## config.mk

```make
export PLATFORM = sky130hd
export DESIGN_NAME = pipelined_divider_stream
export DESIGN_NICKNAME = d
export VERILOG_FILES = /design/src/rtl/divider_pkg.sv /design/src/rtl/div_stage.sv /design/src/rtl/pipelined_divider_stream.sv
export SDC_FILE = /design/constraint.sdc
export NUM_CORES = 2
export LEC_CHECK = 0
export CAP_MARGIN = 10
export CORE_AREA = 4 4 271 246
export CTS_BUF_LIST = sky130_fd_sc_hd__clkbuf_16
export DETAILED_ROUTE_END_ITERATION = 16
export DIE_AREA = 0 0 275 250
export PLACE_DENSITY = 0.7
export SYNTH_ARGS = -nofsm -noshare
export SYNTH_HDL_FRONTEND = slang
export SYNTH_SLANG_ARGS = --single-unit
```

## constraint.sdc

```tcl
create_clock -name clk -period 3.7 [get_ports clk]
set_clock_uncertainty 0.05 [all_clocks]
set_input_delay 0.74 -clock clk [delete_from_list [all_inputs] [get_ports clk]]
set_output_delay 0.74 -clock clk [all_outputs]
set_load 0.01 [all_outputs]
```

## src/rtl/divider_pkg.sv

```systemverilog
// -----------------------------------------------------------------------------
// divider_pkg
// Shared definitions for the pipelined restoring divider.
//   DIV_DIVIDENDLEN / DIV_DIVISORLEN / DIV_TAGW : operand and tag widths that
//                                                 size the stage record
//   datapath_len()                              : remainder datapath width
//   stage_t                                     : contents of one pipe register
//   rem_view_t                                  : {hi, lo} view of the remainder
// -----------------------------------------------------------------------------
package divider_pkg;

    localparam int DIV_DIVIDENDLEN = 16;
    localparam int DIV_DIVISORLEN  = 8;
    localparam int DIV_TAGW        = 4;

    // The partial remainder must hold the divisor shifted by up to
    // DIVIDENDLEN-1 places, hence the combined width minus one.
    function automatic int datapath_len(input int dividend_len, input int divisor_len);
        return dividend_len + divisor_len - 1;
    endfunction

    localparam int DIV_DATAPATHLEN = datapath_len(DIV_DIVIDENDLEN, DIV_DIVISORLEN);

    typedef struct packed {
        logic                       valid;
        logic [DIV_DATAPATHLEN-1:0] rem;
        logic [DIV_DIVISORLEN-1:0]  divisor;
        logic [DIV_DIVIDENDLEN-1:0] quot;
        logic [DIV_TAGW-1:0]        tag;
        logic                       dbz;
        logic                       q_neg;
        logic                       r_neg;
    } stage_t;

    // Once all steps are done the remainder is below the divisor, so only
    // the low DIVISORLEN bits carry information.
    typedef union packed {
        logic [DIV_DATAPATHLEN-1:0] raw;
        struct packed {
            logic [DIV_DATAPATHLEN-DIV_DIVISORLEN-1:0] hi;
            logic [DIV_DIVISORLEN-1:0]                 lo;
        } part;
    } rem_view_t;

endpackage

```

## src/rtl/div_stage.sv

```systemverilog
// -----------------------------------------------------------------------------
// div_stage
// One combinational restoring-division step producing quotient bit SHIFT.
//   stage_in  : stage record entering the step
//   stage_out : same record with quot[SHIFT] set and rem updated
// -----------------------------------------------------------------------------
module div_stage
    import divider_pkg::*;
#(
    parameter int SHIFT = 0
) (
    input  stage_t stage_in,
    output stage_t stage_out
);

    logic [DIV_DATAPATHLEN:0] shifted_divisor;
    logic [DIV_DATAPATHLEN:0] trial;
    logic                     borrow;

    always_comb begin
        shifted_divisor = {{(DIV_DATAPATHLEN + 1 - DIV_DIVISORLEN){1'b0}}, stage_in.divisor} << SHIFT;
        // One extra bit on the left turns the sign of the difference into the borrow.
        trial  = {1'b0, stage_in.rem} - shifted_divisor;
        borrow = trial[DIV_DATAPATHLEN];

        stage_out              = stage_in;
        stage_out.quot[SHIFT]  = ~borrow;
        if (!borrow) begin
            stage_out.rem = trial[DIV_DATAPATHLEN-1:0];
        end
    end

endmodule

```

## src/rtl/pipelined_divider_stream.sv

```systemverilog
// -----------------------------------------------------------------------------
// pipelined_divider_stream
// Fully pipelined restoring divider, one quotient bit per stage (MSB first),
// one operation per clock, valid/ready on both sides, tag pass-through and
// divide-by-zero flag. A zero divisor yields quotient all-ones and remainder
// equal to the low dividend bits, straight out of the datapath.
//
// Ports:
//   clk, rst_n                       : clock, asynchronous active-low reset
//   in_valid / in_ready              : input handshake
//   in_dividend, in_divisor, in_tag  : operands and opaque tag
//   out_valid / out_ready            : output handshake
//   out_quotient, out_remainder      : results
//   out_tag, out_dbz                 : tag of the result, divisor-was-zero flag
//
// Build option: SIGNED_DIV_EN -- two's complement operands; magnitudes are
// divided and signs re-applied at the output (quotient toward zero,
// remainder takes the dividend sign). Latency is identical in both builds.
//
// The stage record widths come from divider_pkg; the parameters here must
// keep their package defaults.
// -----------------------------------------------------------------------------
module pipelined_divider_stream
    import divider_pkg::*;
#(
    parameter int DIVIDENDLEN = DIV_DIVIDENDLEN,
    parameter int DIVISORLEN  = DIV_DIVISORLEN,
    parameter int TAGW        = DIV_TAGW
) (
    input  logic                   clk,
    input  logic                   rst_n,
    input  logic                   in_valid,
    output logic                   in_ready,
    input  logic [DIVIDENDLEN-1:0] in_dividend,
    input  logic [DIVISORLEN-1:0]  in_divisor,
    input  logic [TAGW-1:0]        in_tag,
    output logic                   out_valid,
    input  logic                   out_ready,
    output logic [DIVIDENDLEN-1:0] out_quotient,
    output logic [DIVISORLEN-1:0]  out_remainder,
    output logic [TAGW-1:0]        out_tag,
    output logic                   out_dbz
);

    stage_t entry;
    stage_t stage_reg  [DIVIDENDLEN];
    stage_t stage_next [DIVIDENDLEN];
    stage_t last;
    logic   advance;

    logic [DIVIDENDLEN-1:0] dividend_mag;
    logic [DIVISORLEN-1:0]  divisor_mag;
    logic                   dividend_neg;
    logic                   divisor_neg;

    assign last     = stage_reg[DIVIDENDLEN-1];
    // The whole pipe moves as one; it only stalls when a finished result
    // is sitting at the output and nobody takes it.
    assign advance  = !last.valid || out_ready;
    assign in_ready = advance;

`ifdef SIGNED_DIV_EN
    assign dividend_neg = in_dividend[DIVIDENDLEN-1];
    assign divisor_neg  = in_divisor[DIVISORLEN-1];
    // The most-negative value negates to itself, which is its correct
    // unsigned magnitude.
    assign dividend_mag = dividend_neg ? -in_dividend : in_dividend;
    assign divisor_mag  = divisor_neg  ? -in_divisor  : in_divisor;
`else
    assign dividend_neg = 1'b0;
    assign divisor_neg  = 1'b0;
    assign dividend_mag = in_dividend;
    assign divisor_mag  = in_divisor;
`endif

    always_comb begin
        entry                        = '0;
        entry.valid                  = in_valid && advance;
        entry.rem[DIVIDENDLEN-1:0]   = dividend_mag;
        entry.divisor                = divisor_mag;
        entry.tag                    = in_tag;
        entry.dbz                    = (in_divisor == '0);
        // Divide by zero returns raw magnitudes with no sign fix-up.
        entry.q_neg                  = !entry.dbz && (dividend_neg ^ divisor_neg);
        entry.r_neg                  = !entry.dbz && dividend_neg;
    end

    for (genvar gi = 0; gi < DIVIDENDLEN; gi++) begin : g_stage
        stage_t stage_src;
        if (gi == 0) begin : g_first
            assign stage_src = entry;
        end else begin : g_rest
            assign stage_src = stage_reg[gi-1];
        end
        div_stage #(
            .SHIFT(DIVIDENDLEN - 1 - gi)
        ) u_step (
            .stage_in (stage_src),
            .stage_out(stage_next[gi])
        );
    end

    always_ff @(posedge clk or negedge rst_n) begin
        if (!rst_n) begin
            for (int i = 0; i < DIVIDENDLEN; i++) begin
                stage_reg[i] <= '0;
            end
        end else if (advance) begin
            for (int i = 0; i < DIVIDENDLEN; i++) begin
                stage_reg[i] <= stage_next[i];
            end
        end
    end

    rem_view_t rem_view;
    assign rem_view = last.rem;

    assign out_valid = last.valid;
    assign out_tag   = last.tag;
    assign out_dbz   = last.dbz;

`ifdef SIGNED_DIV_EN
    assign out_quotient  = last.q_neg ? -last.quot : last.quot;
    assign out_remainder = last.r_neg ? -rem_view.part.lo : rem_view.part.lo;
`else
    assign out_quotient  = last.quot;
    assign out_remainder = rem_view.part.lo;
`endif

endmodule

```

==> flow_summary.yaml <==
cts:
  cts.sinks: 705
  root_buffer: "clkbuf_16"
  path_clk_slew_ns: 0.05
  htreeDepth: 3
  clock_latency_ns: 0.61
  cts_tree: "yes"
  holdBufCountCts: 0
  cts_buffer_depth: 3
  postCtsSetupBuffers: 0
  cts_resized: 0
  cts_made_buffers: 74
power_and_ir_drop:
  power.leakage_nw: 18.2
  power.total_mw: 36.5
  irDropWorstVdd_mv: 0.655
  p_per_area_mw_per_mm2: 958
finish:
  num_antenna_cells: 0
  syn_to_final_growth_pct: 11.5
  drive_above_1_share: 0.0472
  final_cell_mix: "nand2_1, dfrtp_1, o21ai_0"
  fin_area_mm2: 0.0381
  final_common_cell: "nand2_1"
  n_fill_cell: 5633
  fin_nets: 4083
yosys:
  synth_edf_count: 0
  ys_ff_latch: 705
  netlist_instances: 3905
  synth_nets: 4074
  async_flop_share: 1.00
  synth_flop_cell: "dfrtp_1"
  synth_area_per_cell_um2: 8.76
  ys_types: 73
  syn_area_mm2: 0.0342
  synth_warnings: 0
  yosysSeqAreaShare: 0.516
global_routing:
  grt_pass1_vias: 24400
  met2_usage: 0.328
  met3_usage: 0.0319
  grt_max_degree: 147
  antenna_found_initial: 0
  grt_use_total: 0.196
  grtUsageMet1: 0.272
  grt-ovfl-total: 0
  busiest_layer: "met2"
  grt_pass1_wl_mm: 116
critical_path:
  crit_path_max_fanout: 5
  r2r_setup_slack_ns: 0.73
  worstSetupPathType: "input port to output pin"
  worstPathRequired_ns: 2.91
  cp-start-kind: "input port"
  crit_path_end_kind: "output pin"
  cp.arrival_ns: 2.21
timing:
  period_share: 0.811
  setup-tns-final_ns: 0
  rsz0062_at_grt: "no"
  setup_ws_ns: 0.698
  finalHoldViolations: 0
  period_minus_slack_ns: 3.00
  worstMarginPinSlew_ns: 0.818
  drv_slew: 0
  setup-violations-final: 0
  fmax_mhz: 333
  whs_ns: 0.0777
  slew_headroom: 0.449
hold_path:
  hp-class: "input port to asynchronous set/reset pin"
floorplanning:
  rows: 88
  die_area_mm2: 0.0688
  top_level_ports: 63
  die_w_um: 275
  die_h_um: 250
  initial_core_util: 0.536
  core_mm2: 0.0639
detailed_routing:
  drtIter0Drc: 1531
  drc_errors: 0
  detail_route.vias_per_cell: 5.22
  wl_per_cell_um: 13.7
  vias: 25200
  wl_mm: 66.2
  ant_nets: 0
  drt_pass1_iterations: 5
placement:
  dpl_worst_slack_ns: 0.699
  port_buffers: 62
  dpl_cell_area_mm2: 0.0358
  gp_congestion: 0.815
  dp_hpwl_mm: 44.4
outcome:
  status: "finished clean"
flow_run:
  maxCapViolations: 0
[synth_stat cells (43+ instances only)]
cell type | instances | area (µm²)
o21ai_0 | 289 | 1450
nand2_1 | 1302 | 4890
nor3_1 | 61 | 305
a21oi_1 | 171 | 856
xnor2_1 | 69 | 604
inv_1 | 158 | 593
o21a_1 | 57 | 428
nor2_1 | 262 | 983
ha_1 | 122 | 1530
clkbuf_1 | 162 | 608
dfrtp_1 | 705 | 17600
mux2i_1 | 60 | 601
nor2b_1 | 43 | 269
[cell type report]
class	instances	area, µm²	share of cell area
tap	855	1070	0.0281
inverter	158	601	0.0157
clock inverter	52	414	0.0109
multi-input combinational	2867	15300	0.401
clock buffer	75	1880	0.0492
sequential	705	17600	0.463
timing repair buffer	108	1220	0.0320
[metrics by stage]
stage / std cells / util
2_1_floorplan: 3905 / -
3_3_place_gp: 4693 / 0.561
3_5_place_dp: 4693 / 0.561
4_1_cts: 4820 / 0.597
5_1_grt: 4820 / 0.597
6_report: 4820 / 0.597
[routing by layer]
layer  wire length [µm]  vias to the layer above
met5                  0                        -
met4               1060                        0
met3               1820                       91
met2              31700                      224
met1              31600                    11900
li1                   -                    13000
[registers in the layout, summed over array words and instances, names as in the netlist]
| name | cells |
|---|---|
| out_quotient | 16 |
| rem_view | 8 |
| out_dbz | 1 |
| out_valid | 1 |
| out_tag | 4 |
| g_stage.stage_src | 675 |
[cells by family after synthesis]
kind of cell | count (synthesis) | synth area share
fa+ha+maj | 137 | 0.0534
buf+inv | 333 | 0.0369
simple gates | 1859 | 0.225
compound gates | 697 | 0.121
xor+xnor | 108 | 0.0277
mux | 66 | 0.0195
flops | 705 | 0.516
[worst paths after layout]
path	start	end	depth (start not counted)
min in group clk	out_quotient[7]$_DFFE_PN0N_	out_quotient[7]$_DFFE_PN0N_	2
worst min-delay path	rst_n	g_stage[15].stage_src[38]$_DFFE_PN0N_	1
worst max-delay path	out_ready	in_ready	4
worst min register to register	out_quotient[7]$_DFFE_PN0N_	out_quotient[7]$_DFFE_PN0N_	2
max in group asynchronous	rst_n	g_stage[10].stage_src[21]$_DFFE_PN0N_	2
worst max register to register	g_stage[10].stage_src[36]$_DFFE_PN0N_	g_stage[11].stage_src[39]$_DFFE_PN0N_	11
[power by group]
group / switching, mW / leakage [nW] / internal (mW)
clock: 3.04 / 1.19 / 3.99
combinational: 8.95 / 8.37 / 7.12
sequential: 2.31 / 8.62 / 11.1
total: 14.3 / 18.2 / 22.2
[worst max-delay path, cell delays in order]
cell and delay, ns:
clkdlybuf4s50_1 0.45, nor2b_4 0.42, inv_8 0.08, clkdlybuf4s50_1 0.51
No activity file was read; power rests on OpenSTA's default activity.
